[src/rtl/fp_pkg.sv]
// Shared constants and types for the double-precision adder datapath.
package fp_pkg;

    localparam int EXP_W      = 11;
    localparam int SIG_W      = 57;
    localparam int EXP_MAX    = 2047;
    localparam int CARRY_BIT  = 56;
    localparam int HIDDEN_BIT = 55;
    localparam int GRS_LSB    = 0;

    typedef logic [EXP_W-1:0] exp_t;
    typedef logic [SIG_W-1:0] sig_t;

endpackage

[src/rtl/fp_lzc.sv]
// Combinational leading-zero counter with an all-zero flag.
module fp_lzc #(
    parameter int W  = 56,
    parameter int CW = $clog2(W + 1)
) (
    input  logic [W-1:0]  value,
    output logic [CW-1:0] count,
    output logic          all_zero
);

    // seen[i] is set when any bit at position i or above is a one
    logic [W-1:0] seen;

    for (genvar gi = 0; gi < W; gi++) begin : g_seen
        assign seen[gi] = |value[W-1:gi];
    end

    // Leading zeros equal the number of positions with no one at or above them
    always_comb begin
        count = '0;
        for (int i = 0; i < W; i++) begin
            count = count + {{(CW-1){1'b0}}, ~seen[i]};
        end
    end

    assign all_zero = ~seen[0];

endmodule

[src/rtl/fp_norm_exp_adj.sv]
// Post-addition normaliser: strips carry-out or leading zeros from the raw
// significand sum, adjusts the exponent and flags overflow, tiny and zero.
// Two register stages with a valid/ready handshake.
module fp_norm_exp_adj #(
    parameter int EXP_W = fp_pkg::EXP_W,
    parameter int SIG_W = fp_pkg::SIG_W
) (
    input  logic             clk,
    input  logic             rst,
    input  logic             in_valid,
    output logic             in_ready,
    input  logic [EXP_W-1:0] in_exp,
    input  logic [SIG_W-1:0] in_sig,
    output logic             out_valid,
    input  logic             out_ready,
    output logic [EXP_W-1:0] out_exp,
    output logic [SIG_W-1:0] out_sig,
    output logic             out_ovf,
    output logic             out_tiny,
    output logic             out_zero
);

    localparam int LZ_W = $clog2(SIG_W);
    localparam logic [EXP_W:0] EXP_TOP = {1'b0, {EXP_W{1'b1}}};

    // Handshake
    logic adv1;
    logic adv2;

    // Stage 1 registers
    logic             v1_reg;
    logic [EXP_W-1:0] exp1_reg;
    logic [SIG_W-1:0] sig1_reg;
    logic             carry1_reg;
    logic             zero1_reg;
    logic [LZ_W-1:0]  lzc1_reg;

    // Stage 1 combinational
    logic [LZ_W-1:0]  lzc_next;
    logic             low_zero;

    // Stage 2 registers and next values
    logic             v2_reg;
    logic [EXP_W-1:0] exp2_reg,  exp2_next;
    logic [SIG_W-1:0] sig2_reg,  sig2_next;
    logic             ovf2_reg,  ovf2_next;
    logic             tiny2_reg, tiny2_next;
    logic             zero2_reg, zero2_next;

    // Stage 2 helpers
    logic [EXP_W:0]   exp_ext;
    logic [EXP_W:0]   exp_inc;
    logic [EXP_W:0]   lzc_ext;
    logic [LZ_W-1:0]  tiny_shift;

    assign adv2     = ~v2_reg | out_ready;
    assign adv1     = ~v1_reg | adv2;
    assign in_ready = adv1;

    // Leading-zero count over hidden bit and below; the carry bit is handled separately
    fp_lzc #(
        .W  (SIG_W - 1),
        .CW (LZ_W)
    ) u_lzc (
        .value    (in_sig[SIG_W-2:0]),
        .count    (lzc_next),
        .all_zero (low_zero)
    );

    // Stage 1: capture operand and its classification
    always_ff @(posedge clk) begin
        if (rst) begin
            v1_reg     <= 1'b0;
            exp1_reg   <= '0;
            sig1_reg   <= '0;
            carry1_reg <= 1'b0;
            zero1_reg  <= 1'b0;
            lzc1_reg   <= '0;
        end else if (adv1) begin
            v1_reg <= in_valid;
            if (in_valid) begin
                exp1_reg   <= in_exp;
                sig1_reg   <= in_sig;
                carry1_reg <= in_sig[SIG_W-1];
                zero1_reg  <= low_zero & ~in_sig[SIG_W-1];
                lzc1_reg   <= lzc_next;
            end
        end
    end

    assign exp_ext    = {1'b0, exp1_reg};
    assign exp_inc    = exp_ext + 1'b1;
    assign lzc_ext    = {{(EXP_W+1-LZ_W){1'b0}}, lzc1_reg};
    // Only used when lzc >= exp, so exp - 1 < lzc and always fits the shifter
    assign tiny_shift = LZ_W'(exp1_reg - 1'b1);

    // Stage 2: pick the normalisation case in priority order
    always_comb begin
        exp2_next  = exp1_reg;
        sig2_next  = sig1_reg;
        ovf2_next  = 1'b0;
        tiny2_next = 1'b0;
        zero2_next = 1'b0;
        if (zero1_reg) begin
            exp2_next  = '0;
            sig2_next  = '0;
            zero2_next = 1'b1;
        end else if (carry1_reg) begin
            if (exp_inc >= EXP_TOP) begin
                exp2_next = EXP_TOP[EXP_W-1:0];
                sig2_next = '0;
                ovf2_next = 1'b1;
            end else begin
                exp2_next = exp_inc[EXP_W-1:0];
                // Keep the shifted-out bit alive in the sticky position
                sig2_next = {1'b0, sig1_reg[SIG_W-1:2], sig1_reg[1] | sig1_reg[0]};
            end
        end else if (exp1_reg == '0) begin
            tiny2_next = 1'b1;
        end else if (lzc_ext < exp_ext) begin
            sig2_next = sig1_reg << lzc1_reg;
            exp2_next = EXP_W'(exp_ext - lzc_ext);
        end else begin
            sig2_next  = sig1_reg << tiny_shift;
            exp2_next  = '0;
            tiny2_next = 1'b1;
        end
    end

    // Stage 2: output register, holds while downstream stalls
    always_ff @(posedge clk) begin
        if (rst) begin
            v2_reg    <= 1'b0;
            exp2_reg  <= '0;
            sig2_reg  <= '0;
            ovf2_reg  <= 1'b0;
            tiny2_reg <= 1'b0;
            zero2_reg <= 1'b0;
        end else if (adv2) begin
            v2_reg <= v1_reg;
            if (v1_reg) begin
                exp2_reg  <= exp2_next;
                sig2_reg  <= sig2_next;
                ovf2_reg  <= ovf2_next;
                tiny2_reg <= tiny2_next;
                zero2_reg <= zero2_next;
            end
        end
    end

    assign out_valid = v2_reg;
    assign out_exp   = exp2_reg;
    assign out_sig   = sig2_reg;
    assign out_ovf   = ovf2_reg;
    assign out_tiny  = tiny2_reg;
    assign out_zero  = zero2_reg;

endmodule

[config.mk]
export PLATFORM = sky130hd
export DESIGN_NAME = fp_norm_exp_adj
export DESIGN_NICKNAME = d
export VERILOG_FILES = /design/src/rtl/fp_pkg.sv /design/src/rtl/fp_lzc.sv /design/src/rtl/fp_norm_exp_adj.sv
export SDC_FILE = /design/constraint.sdc
export NUM_CORES = 1
export LEC_CHECK = 0
export BUFFER_PORTS_ARGS = -buffer_cell sky130_fd_sc_hd__clkbuf_2
export CORE_AREA = 4 4 227 229
export DETAILED_ROUTE_END_ITERATION = 10
export DIE_AREA = 0 0 231 233
export GPL_TIMING_DRIVEN = 0
export SKIP_CTS_REPAIR_TIMING = 1
export SYNTH_ARGS = -nofsm -noshare
export SYNTH_HDL_FRONTEND = slang
export SYNTH_SLANG_ARGS = --single-unit
[constraint.sdc]
create_clock -name clk -period 15.6 [get_ports clk]
set_clock_uncertainty 0.05 [all_clocks]
set_input_delay 1.56 -clock clk [delete_from_list [all_inputs] [get_ports clk]]
set_output_delay 1.56 -clock clk [all_outputs]
set_load 0.05 [all_outputs]
==> out/metrics.cfg <==
[status]
status = finished, final reports clean

[placed_design]
place.gp.congestion = 1.037
io_buffers = 144
dp_hpwl_um = 56130
place_inst = 2414

[routing]
wl_um = 68830
ant_nets = 0
via_per_inst = 5.718
vias = 14000
drc_errors = 0
drt-initial-drc-count = 1771
first_pass_iters = 8
wl_per_cell_um = 28.12

[sta]
fmax_ghz = 0.09746
report.final.slew_viol_count = 0
fin_crit_sh_pct = 65.78
relSlewSlack_pct = 3.808
hold_viol = 0
worst_pin_slew_ns = 1.403
period_needed_ns = 10.26
tns_ns = 0
rsz0062_at_grt = no
setup_violations = 0

[synth]
yosysMostFrequentCell = nand2_1
ys_seq_elements = 148
yosysSeqAreaShare_pct = 24.11
synth.area.top_cells = dfxtp_1 (24%), mux2i_1 (11%), nand2_1 (8.3%)
yosysTopAreaCell = dfxtp_1
synthCells = 1597
synth_area_um2 = 12290
synth_common_cells = nand2_1 (273), a21oi_1 (153), dfxtp_1 (148)
synth.distinct_cells = 82
yosysTopAreaCellShare_pct = 24.11
ys.flop_type = dfxtp_1
synth_edf_count = 0
synth_nets = 1738
ys_warn_count = 0
synthArstFlopShare_pct = 0
synth_area_per_cell_um2 = 7.696

[clock_tree]
cts_tree = built
cts_buffers = 17
htree_levels = 4
numClockSinks = 148
cts_root_buf = clkbuf_16
path_clk_slew_ns = 0.06
insertion_delay_ns = 0.46
clk_path_buf_depth = 2

[die]
dieArea_um2 = 53820
fp-row-count = 82
die_x_um = 231
core_area_um2 = 49660
dieHeight_um = 233
floorplan.initialDensity_pct = 24.75
io_pins = 145

[min_path]
hold_class = flip-flop to flip-flop

[cells_and_area]
syn2layout_area_growth_pct = 17.69
finalNetCount = 1902
instances_no_fill = 2448
fillers = 5525
post-route-util_pct = 29.13
drive_gt1_share_pct = 13.64

[grt]
grt_pass1_vias = 13180
antenna_found_initial = 1
grt_max_degree = 17
gr-total-overflow = 0
grt_pass1_wl_um = 96790
grt_usage_pct = 24.74

[setup_path]
crit_type = primary input to flip-flop
reg2reg_slack_ns = 9.35
crit_arrival_ns = 10.59
crit_buf_inv = 4
path_max_fanout = 6
critPathMaxStageDelay_ns = 0.55
cp-start-kind = primary input
slowest_stage = or4_4
endpoint_kind = flip-flop
critPathRequiredTime_ns = 15.93
cp_top_family = adder cells
crit_top_cell = fa_1

[power]
powerDensity_nw_per_um2 = 115.8
pwr-share-seq_pct = 26.4
vdd_drop_max_v = 0.00007446
internal-power_uw = 864.4
p_clk_share_pct = 25.4
p_leak_uw = 0.005959
pwr-share-comb_pct = 48.2
power.switching_uw = 810.3
switching_share_pct = 48.38

[flow_run]
cap_violations = 0

-- metal layers --
layer  share of wire [%]  up-vias  track usage [%]
met2                  43      834            37.63
li1                    -     6144                -
met4                 4.7        0            10.56
met3                 8.8      168            4.493
met1                  44     6851            34.33
met5                   0        -                0
-- worst paths after layout --
kind                             from                        to  cells past startpoint
min reg2reg  out_sig[13]$_SDFFE_PP0P_  out_sig[13]$_SDFFE_PP0P_                      1
min          out_sig[13]$_SDFFE_PP0P_  out_sig[13]$_SDFFE_PP0P_                      1
max                        in_sig[52]  lzc1_reg[4]$_SDFFE_PP0P_                     28
max reg2reg  lzc1_reg[3]$_SDFFE_PP0P_  out_sig[34]$_SDFFE_PP0P_                     16
-- cells by family (layout without fill, tap and decap cells) --
logic type | after synthesis | count (layout) | synth area share (%)
other cells | 0 | 2 | 0
simple gates | 545 | 545 | 20.18
fa+ha+maj | 69 | 69 | 9.895
xor+xnor | 21 | 21 | 1.496
flops | 148 | 148 | 24.11
buf+inv | 190 | 367 | 6.057
compound gates | 473 | 473 | 25.60
mux | 151 | 151 | 12.66
-- placed cells by master, fill, tap and decap left out, types with 12 or more instances in the layout --
master,instances
nand2_1,273
o21ai_0,77
nor3_1,27
buf_2,16
a21oi_1,153
nand3_1,36
a22o_1,15
inv_1,72
o211ai_1,17
a221oi_1,29
clkbuf_1,88
mux2_2,16
nor2_1,99
and3_1,17
a211oi_1,13
or3_1,21
mux2i_1,132
dfxtp_1,148
clkbuf_16,17
ha_1,22
a22oi_1,40
buf_1,12
fa_1,47
clkbuf_2,144
-- layout make-up --
type	instances	area [µm²]	share of cell area, %
Antenna cell	2	5.005	0.03460
Buffer	117	470.5	3.252
Clock buffer	19	442.9	3.062
Clock inverter	13	150.1	1.038
Inverter	73	274.0	1.894
Multi-Input combinational cell	1259	8587	59.36
Sequential cell	148	2963	20.48
Tap cell	672	840.8	5.813
Timing Repair Buffer	145	732.0	5.060
-- stage by stage --
stage                     area, µm²  setup WS [ns]  hold WS, ns  total power (µW)
after CTS                     14460          5.344       0.4084              1644
after floorplan               12290          5.618       0.3863             895.3
after global routing          14460          5.016       0.4368              1715
after detailed placement      13870          4.891       0.3931              1217
after global placement        13850          4.918       0.3851              1227
final                         14470          5.339       0.4104              1675
-- power by group through the flow --
stage | Clock (µW) | Combinational (µW) | Sequential [µW]
detailed placement | 0 | 768 | 448
finish | 425 | 807 | 443
global route | 447 | 824 | 444
global placement | 0 | 780 | 448
CTS | 432 | 771 | 440
floorplan | 0 | 414 | 481
Power figures use the tool's default switching activity.
